$ cat config.mk
export PLATFORM = sky130hd
export DESIGN_NAME = egg_timer_ctrl
export DESIGN_NICKNAME = d
export VERILOG_FILES = /design/src/rtl/egg_timer_ctrl.sv
export SDC_FILE = /design/constraint.sdc
export NUM_CORES = 1
export LEC_CHECK = 0
export BUFFER_PORTS_ARGS = -buffer_cell sky130_fd_sc_hd__buf_4
export CAP_MARGIN = 0
export CORE_UTILIZATION = 35
export CTS_BUF_LIST = sky130_fd_sc_hd__clkbuf_8
export CTS_CLUSTER_SIZE = 24
export DETAILED_ROUTE_END_ITERATION = 12
export GPL_TIMING_DRIVEN = 1
export HOLD_SLACK_MARGIN = 0.15
export SYNTH_ARGS = -nofsm -noshare
export SYNTH_HDL_FRONTEND = slang
export SYNTH_SLANG_ARGS = --single-unit
export TNS_END_PERCENT = 50
$ cat constraint.sdc
create_clock -name CLOCK_50 -period 6.7 [get_ports CLOCK_50]
set_clock_uncertainty 0.1 [all_clocks]
set_input_delay 0.335 -clock CLOCK_50 [delete_from_list [all_inputs] [get_ports CLOCK_50]]
set_output_delay 0.335 -clock CLOCK_50 [all_outputs]
set_load 0.05 [all_outputs]
$ cat src/rtl/egg_timer_ctrl.sv
// egg_timer_ctrl: egg-timer control block.
//
// Captures a BCD mm:ss preset from SW, counts it down once per TICKS_PER_SEC
// clocks and flashes an alarm at 00:00.
//
// Ports:
//   CLOCK_50  in   system clock, rising edge
//   RESET_N   in   asynchronous active-low reset
//   KEY[2:0]  in   raw active-low buttons: [0] clear, [1] set/advance, [2] start/pause
//   SW[7:0]   in   BCD preset, [7:4] tens digit, [3:0] units digit
//   state     out  current state code (bit 3 always 0)
//   MIN_BCD   out  minutes, two BCD digits
//   SEC_BCD   out  seconds, two BCD digits
//   ALARM     out  high only while in FLASH_ON
module egg_timer_ctrl #(
    parameter int unsigned TICKS_PER_SEC = 50000000,
    parameter int unsigned FLASH_TICKS   = 12500000
) (
    input  logic       CLOCK_50,
    input  logic       RESET_N,
    input  logic [2:0] KEY,
    input  logic [7:0] SW,
    output logic [3:0] state,
    output logic [7:0] MIN_BCD,
    output logic [7:0] SEC_BCD,
    output logic       ALARM
);

    typedef enum logic [3:0] {
        StSetSec   = 4'd0,
        StSetMin   = 4'd1,
        StTimer    = 4'd2,
        StReady    = 4'd3,
        StReset    = 4'd4,
        StFlashOn  = 4'd5,
        StFlashOff = 4'd6
    } state_e;

    localparam int unsigned TickW  = (TICKS_PER_SEC > 1) ? $clog2(TICKS_PER_SEC) : 1;
    localparam int unsigned FlashW = (FLASH_TICKS > 1) ? $clog2(FLASH_TICKS) : 1;
    localparam logic [TickW-1:0]  TickLast  = TickW'(TICKS_PER_SEC - 1);
    localparam logic [FlashW-1:0] FlashLast = FlashW'(FLASH_TICKS - 1);

    // Plain vector so that codes outside the enum (e.g. 7) are representable
    // and recovered through the default branch.
    logic [3:0]        state_q;
    logic [7:0]        min_q;
    logic [7:0]        sec_q;
    logic              alarm_q;
    logic [TickW-1:0]  tick_q;
    logic [FlashW-1:0] flash_q;

    logic [2:0] key_meta_q;
    logic [2:0] key_sync_q;
    logic [2:0] key_prev_q;

    logic [2:0] key_fall;
    logic       ev_clear;
    logic       ev_set;
    logic       ev_start;

    logic [7:0] sec_clamped;
    logic [7:0] min_clamped;
    logic [7:0] dec_min;
    logic [7:0] dec_sec;
    logic       dec_zero;
    logic       count_zero;

    function automatic logic [3:0] clamp_digit(input logic [3:0] d, input logic [3:0] lim);
        return (d > lim) ? lim : d;
    endfunction

    // Two-flop synchronizer plus history flop per key; released level is 1.
    always_ff @(posedge CLOCK_50 or negedge RESET_N) begin
        if (!RESET_N) begin
            key_meta_q <= 3'b111;
            key_sync_q <= 3'b111;
            key_prev_q <= 3'b111;
        end else begin
            key_meta_q <= KEY;
            key_sync_q <= key_meta_q;
            key_prev_q <= key_sync_q;
        end
    end

    // Priority-encode: only the highest-priority event in a cycle is seen.
    always_comb begin
        key_fall = key_prev_q & ~key_sync_q;
        ev_clear = key_fall[0];
        ev_set   = key_fall[1] & ~key_fall[0];
        ev_start = key_fall[2] & ~key_fall[1] & ~key_fall[0];
    end

    always_comb begin
        sec_clamped = {clamp_digit(SW[7:4], 4'd5), clamp_digit(SW[3:0], 4'd9)};
        min_clamped = {clamp_digit(SW[7:4], 4'd9), clamp_digit(SW[3:0], 4'd9)};
    end

    // One-second BCD decrement; ss=00 borrows from the minutes.
    always_comb begin
        dec_min = min_q;
        dec_sec = sec_q;
        if (sec_q[3:0] != 4'd0) begin
            dec_sec[3:0] = sec_q[3:0] - 4'd1;
        end else if (sec_q[7:4] != 4'd0) begin
            dec_sec = {sec_q[7:4] - 4'd1, 4'd9};
        end else begin
            dec_sec = 8'h59;
            if (min_q[3:0] != 4'd0) begin
                dec_min[3:0] = min_q[3:0] - 4'd1;
            end else begin
                dec_min = {min_q[7:4] - 4'd1, 4'd9};
            end
        end
        dec_zero   = (dec_min == 8'h00) && (dec_sec == 8'h00);
        count_zero = (min_q == 8'h00) && (sec_q == 8'h00);
    end

    always_ff @(posedge CLOCK_50 or negedge RESET_N) begin
        if (!RESET_N) begin
            state_q <= StReset;
            min_q   <= 8'h00;
            sec_q   <= 8'h00;
            alarm_q <= 1'b0;
            tick_q  <= '0;
            flash_q <= '0;
        end else begin
            alarm_q <= 1'b0;
            if (ev_clear) begin
                state_q <= StReset;
                min_q   <= 8'h00;
                sec_q   <= 8'h00;
            end else begin
                case (state_q)
                    StReset: begin
                        min_q   <= 8'h00;
                        sec_q   <= 8'h00;
                        state_q <= StSetSec;
                    end
                    StSetSec: begin
                        sec_q <= sec_clamped;
                        if (ev_set) state_q <= StSetMin;
                    end
                    StSetMin: begin
                        min_q <= min_clamped;
                        if (ev_set) state_q <= StReady;
                    end
                    StReady: begin
                        if (ev_set) begin
                            state_q <= StSetSec;
                        end else if (ev_start) begin
                            if (count_zero) begin
                                state_q <= StFlashOn;
                                flash_q <= '0;
                                alarm_q <= 1'b1;
                            end else begin
                                state_q <= StTimer;
                                tick_q  <= '0;
                            end
                        end
                    end
                    StTimer: begin
                        if (ev_start) begin
                            state_q <= StReady;
                        end else if (tick_q == TickLast) begin
                            tick_q <= '0;
                            min_q  <= dec_min;
                            sec_q  <= dec_sec;
                            if (dec_zero) begin
                                state_q <= StFlashOn;
                                flash_q <= '0;
                                alarm_q <= 1'b1;
                            end
                        end else begin
                            tick_q <= tick_q + 1'b1;
                        end
                    end
                    StFlashOn: begin
                        if (ev_set || ev_start) begin
                            state_q <= StReset;
                        end else if (flash_q == FlashLast) begin
                            flash_q <= '0;
                            state_q <= StFlashOff;
                        end else begin
                            flash_q <= flash_q + 1'b1;
                            alarm_q <= 1'b1;
                        end
                    end
                    StFlashOff: begin
                        if (ev_set || ev_start) begin
                            state_q <= StReset;
                        end else if (flash_q == FlashLast) begin
                            flash_q <= '0;
                            state_q <= StFlashOn;
                            alarm_q <= 1'b1;
                        end else begin
                            flash_q <= flash_q + 1'b1;
                        end
                    end
                    default: begin
                        state_q <= StReset;
                        min_q   <= 8'h00;
                        sec_q   <= 8'h00;
                    end
                endcase
            end
        end
    end

    assign state   = state_q;
    assign MIN_BCD = min_q;
    assign SEC_BCD = sec_q;
    assign ALARM   = alarm_q;

endmodule

==> flow_summary.ini, run 1 <==
[run_status]
outcome = finished, final reports clean

[clocking]
clock-sinks = 79
cts_buffers = 9
cts_root_buf = clkbuf_8
path_clk_slew_ns = 0.09
cts.repair.resized = 0
cts_tree = built
cts_buffer_depth = 2
clk_latency_ns = 0.36
htreeDepth = 3

[pwr]
vdd_drop_max_uv = 142
power.share.clock_pct = 17.0
pwr-share-seq_pct = 30.6
power_leakage_nw = 2.21
swShare_pct = 50.0
switchingPower_mw = 1.09
cellPowerDensity_nw_per_um2 = 382
power_frac_comb_pct = 52.4
intPower_mw = 1.09

[grt]
grt_util_all_layers_pct = 18.8
grt_pass1_wl_mm = 22.3
globalRouteOverflowTotal = 0
grt_max_degree = 80
grt_pass1_vias = 4309
antenna_found_initial = 0

[synth]
synth_nets = 627
ys_seq_area_share_pct = 38.7
yosys.area.top_type = dfrtp_1
ys_types = 76
async_flop_share_pct = 100
yosysWarnings = 0
netlist_area_um2 = 5140
avgSynthCellArea_um2 = 8.49
ys_ff_latch = 79
syn_inst = 605
synth_top_area_share_pct = 33.6
synth_edf_count = 0
synth_commonest_cells = nand2_1, dfrtp_1, nor2_1
synthFlopType = dfrtp_1
synthTopCellsByArea = dfrtp_1, nand2_1, dfstp_2, o21ai_0, a21oi_1
synth.most_common_cell = nand2_1

[floorplanning]
coreArea_um2 = 14100
ios = 34
rows = 43
die_h_um = 123
die_w_um = 123
initial_core_util_pct = 36.4
dieArea_um2 = 15200

[placement]
dp.final_hpwl_mm = 9.39
place_ws_ns = 3.15
gp_congestion = 0.892
numPortBuffers = 32
dpl_cell_area_um2 = 5470
dp.cells = 788

[setup_path]
crit_type = flop to flop
cp_num_cells = 8
cpLargestDelayFamily = simple AND/OR/NAND/NOR gates
r2r-start = SEC_BCD[0]
endpoint = flash_q[22]
required_ns = 6.80
crit_start = SEC_BCD[0]
crit_path_max_fanout = 22
cp-start-kind = flop
r2r_setup_slack_ns = 3.12
crit_arrival_ns = 3.68
crit_buf_inv = 1
r2r_cells = 8
r2r_end = flash_q[22]
slowest_delay_ns = 0.90
critPathCaptureType = flop
cp_cell_sequence = inv_1 > ha_1 > nor4b_2 > a21oi_1 > nor4_1 > nand4b_4 > nor3_4 > o22ai_1
cp_slowest_cell = nor3_4

[sta]
fmax_mhz = 279
period_needed_ns = 3.58
setup_viol = 0
slew_violations = 0
tns_ns = 0
final_hold_viol_count = 0
min_period_over_period_pct = 53.4
rsz0062_at_grt = false
layout_setup_ws_ns = 3.12
tightest_slew_ns = 1.15
relSlewSlack_pct = 22.5

[detailed_routing]
drc = 0
vias = 4750
drtPass1Iterations = 4
drt.antenna.violating_nets = 0
wl_per_cell_um = 17.0
drtIter0Drc = 362
routed_wl_mm = 13.7
viasPerCell = 5.87

[layout]
final_nets = 646
drive_gt1_share_pct = 13.8
fin_cells = 809
fillers = 1415
areaGrowthSynthToFinish_pct = 11.3
antenna_cells = 0
postLayoutCellArea_um2 = 5720

[run]
max-cap-violations = 0

[min_path]
min-delay-path-class = input pin to flop
hp-start = SW[2]
==> cells in the final DEF (no fill, tap or decap), types with 11 or more instances in the layout <==
master,synthesis,final
nor3_1,27,27
o31ai_1,15,15
nand4_1,16,16
a21oi_1,38,38
nand3_1,27,27
nand2b_1,11,11
a31oi_1,16,16
inv_1,11,12
nor2_1,47,47
o21ai_0,46,46
nand2_1,80,80
o22ai_1,14,14
buf_4,2,35
dfrtp_1,69,69
==> per-stage QoR <==
step	utilization, %	hold WS, ns	total power, mW
2_1_floorplan	-	-0.0606	1.51
6_report	40.6	0.174	2.19
4_1_cts	40.6	0.153	2.19
5_1_grt	40.6	0.184	2.34
3_5_place_dp	38.8	0.251	1.81
3_3_place_gp	38.8	0.249	1.81
==> layout make-up <==
type	instances	area (um^2)	area share, %
Clock buffer	10	138	2.41
Clock inverter	6	60.1	1.05
Inverter	11	41.3	0.722
Multi-Input combinational cell	483	2950	51.6
Sequential cell	79	1990	34.8
Tap cell	180	225	3.94
Timing Repair Buffer	40	313	5.47
==> timing repair <==
action,CTS,global route
endpoints found under the hold margin,73,0
buffers inserted,0,0
hold buffers,5,0
==> how the worst min path moves through the flow <==
stage                          to  depth (start not counted)
floorplan                   ALARM                          0
global placement    key_sync_q[1]                          0
detailed placement  key_sync_q[1]                          0
CTS                    MIN_BCD[2]                          3
global route           MIN_BCD[2]                          3
finish                 MIN_BCD[2]                          3
==> power groups by stage <==
stage	Clock, mW	Sequential (mW)	Combinational (mW)
finish	0.371	0.669	1.15
global route	0.403	0.685	1.25
CTS	0.382	0.667	1.15
detailed placement	0	0.676	1.14
global placement	0	0.671	1.14
floorplan	0	0.757	0.757
==> worst min-delay path, cell delays in order <==
cell and delay [ns]:
buf_4 0.10, nand3b_1 0.09, nand3_1 0.07
==> sequential cells by signal, summed over array words and instances (netlist names) <==
signal,flops
tick_q,26
key_prev_q,3
ALARM,1
MIN_BCD,8
key_sync_q,3
key_meta_q,3
SEC_BCD,8
state,3
flash_q,24
==> logic make-up (layout without fill, tap and decap cells) <==
kind of cell	after synthesis	in the layout	share of synthesized area [%]
xor gates and xnor gates	2	2	0.341
AOI/OAI and AO/OA	188	188	25.1
DFF	79	79	38.7
other	1	1	0.0730
muxes	5	5	1.02
adders and majority gates	9	9	2.19
buffers and inverters	43	67	3.87
and+or+nand+nor	278	278	28.6
==> per-layer routing <==
| metal | global-route usage, % | share of wire, % | up-vias |
|---|---|---|---|
| met2 | 29.2 | 46 | 128 |
| met3 | 2.77 | 4.0 | 15 |
| met4 | 6.55 | 1.6 | 0 |
| li1 | - | - | 2328 |
| met5 | 0 | 0 | - |
| met1 | 26.5 | 49 | 2279 |
No activity file was read; power rests on OpenSTA's default activity.
==> inputs of run 2 (changes only) <==
==> constraint.sdc (replaced) <==
create_clock -name CLOCK_50 -period 3.63 [get_ports CLOCK_50]
set_clock_uncertainty 0.1 [all_clocks]
set_input_delay 0.1815 -clock CLOCK_50 [delete_from_list [all_inputs] [get_ports CLOCK_50]]
set_output_delay 0.1815 -clock CLOCK_50 [all_outputs]
set_load 0.05 [all_outputs]
==> run 2 against run 1 <==
Compared with the run above: design area grew 3.1%; critical path depth grew 1; global-route usage grew 0.85 points; clock power grew 99%; via count grew 3.5%; wire length grew 2.6%; maximum frequency grew 14%; sequential share of layout area shrank 1.0 points; critical path type unchanged; critical endpoint is now flash_q[12].
==> flow_summary.ini, run 2 (synthesized netlist as in run 1, its figures left out) <==
[detailed_routing]
drtIter0Drc = 367
viasPerCell = 5.94
vias = 4917
routed_wl_mm = 14.1
wl_per_cell_um = 17.0
drc = 0
drtPass1Iterations = 5
drt.antenna.violating_nets = 0

[pwr]
cellPowerDensity_nw_per_um2 = 711
pwr-share-seq_pct = 28.2
swShare_pct = 49.8
vdd_drop_max_uv = 264
power.share.clock_pct = 17.6
intPower_mw = 2.11
power_leakage_nw = 2.29
switchingPower_mw = 2.09
power_frac_comb_pct = 54.3

[placement]
place_ws_ns = 0.518
gp_congestion = 0.931
dp.final_hpwl_mm = 9.54
numPortBuffers = 32

[floorplanning]
initial_core_util_pct = 36.4
coreArea_um2 = 14100
die_w_um = 123
rows = 43
ios = 34
dieArea_um2 = 15200
die_h_um = 123

[layout]
top_regs = tick_q x26, flash_q x24
top_register = tick_q
largest_register_ffs = 26
final_util_pct = 41.8
areaGrowthSynthToFinish_pct = 14.8
final_common_cell = nand2_1
antenna_cells = 0
final_cell_mix = nand2_1, dfrtp_1, nor2_1
drive_gt1_share_pct = 15.3
final_nets = 665

[setup_path]
crit_path_max_fanout = 9
required_ns = 3.78
crit_arrival_ns = 3.30
cp_slowest_cell = or4b_1
critPathCaptureType = flop
cp-start-kind = flop
cp_cell_sequence = inv_1 > ha_1 > or4b_1 > nor4_4 > nand3b_1 > nand2_2 > nor3_4 > buf_4 > o22ai_1
crit_type = flop to flop
slowest_delay_ns = 0.65

[sta]
tightest_slew_ns = 1.09
setup_viol = 0
min_period_over_period_pct = 86.9
layout_setup_ws_ns = 0.477
fmax_mhz = 317
relSlewSlack_pct = 26.4
final_hold_viol_count = 0
period_needed_ns = 3.15
slew_violations = 0
rsz0062_at_grt = false
tns_ns = 0

[grt]
grt_util_all_layers_pct = 19.6
antenna_found_initial = 0
grt_max_degree = 80
globalRouteOverflowTotal = 0
grt_pass1_wl_mm = 23.0
grt_pass1_vias = 4577

[clocking]
htreeDepth = 3
cts_buffer_depth = 2
clk_latency_ns = 0.39
clock-sinks = 79
cts.repair.resized = 0
cts_buffers = 9
path_clk_slew_ns = 0.10
cts_tree = built
cts_root_buf = clkbuf_8

[run_status]
outcome = finished, final reports clean

[run]
max-cap-violations = 0

[min_path]
min-delay-path-class = input pin to flop
-- run 2: changes by cell type in the layout (fill, tap and decap cells not counted) --
cell           before  now
inv_6               1    3
inv_1              12   11
buf_4              35   46
clkinv_2            2    0
inv_8               0    1
dlygate4sd3_1       5   13
-- run 2: layer usage --
metal | up-vias | GRT usage (%) | wire [um]
li1 | 2363 | - | -
met1 | 2384 | 26.6 | 6630
met2 | 146 | 30.6 | 6480
met3 | 24 | 4.24 | 712
met4 | 0 | 7.15 | 257
met5 | - | 0 | 0
-- run 2: repair_timing --
action | 4_1_cts | 5_1_grt
buffers inserted | 0 | 0
endpoints found under the hold margin | 81 | 0
hold buffers | 13 | 0
endpoints found under the setup margin | 0 | 0
-- run 2: critical path: cells and delay by family (launching register included) --
family                     cells  cell delay, ns
DFF                            1            0.44
buffers and inverters          2            0.37
and+or+nand+nor                5            1.79
adders and majority gates      1            0.22
AOI/OAI and AO/OA              1            0.08
-- run 2: per-stage QoR --
step                cell area (um^2)  hold WS (ns)  power [mW]  std cells
floorplan                       5140        -0.214        2.79        605
global placement                5550         0.192        3.41        799
detailed placement              5550         0.191        3.43        799
CTS                             5900         0.151        4.19        828
global route                    5900         0.162        4.49        828
finish                          5900         0.163        4.19        828
-- run 2: power groups by stage --
stage / Combinational (mW) / Clock, mW / Sequential (mW)
after floorplan: 1.40 / 0 / 1.40
after global placement: 2.22 / 0 / 1.19
after detailed placement: 2.23 / 0 / 1.20
after CTS: 2.25 / 0.757 / 1.18
after global routing: 2.49 / 0.796 / 1.21
final: 2.28 / 0.737 / 1.18
-- run 2: path summary, 6_finish.rpt --
kind	startpoint	endpoint	slack [ns]	cells after the start
max reg2reg	SEC_BCD[0]	flash_q[12]	0.48	9
min in group asynchronous	RESET_N	tick_q[13]	0.42	2
min reg2reg	key_meta_q[1]	key_sync_q[1]	0.26	0
min	SW[5]	SEC_BCD[5]	0.16	4
max	SEC_BCD[0]	flash_q[12]	0.48	9
max in group asynchronous	RESET_N	flash_q[9]	2.34	2
-- run 2: final cells by class --
| class | instances | area, um^2 |
|---|---|---|
| Fill cell | 1407 | 8200 |
| Clock buffer | 10 | 138 |
| Inverter | 11 | 41.3 |
| Timing Repair Buffer | 59 | 475 |
| Multi-Input combinational cell | 483 | 2950 |
| Sequential cell | 79 | 1990 |
| Clock inverter | 6 | 75.1 |
| Tap cell | 180 | 225 |
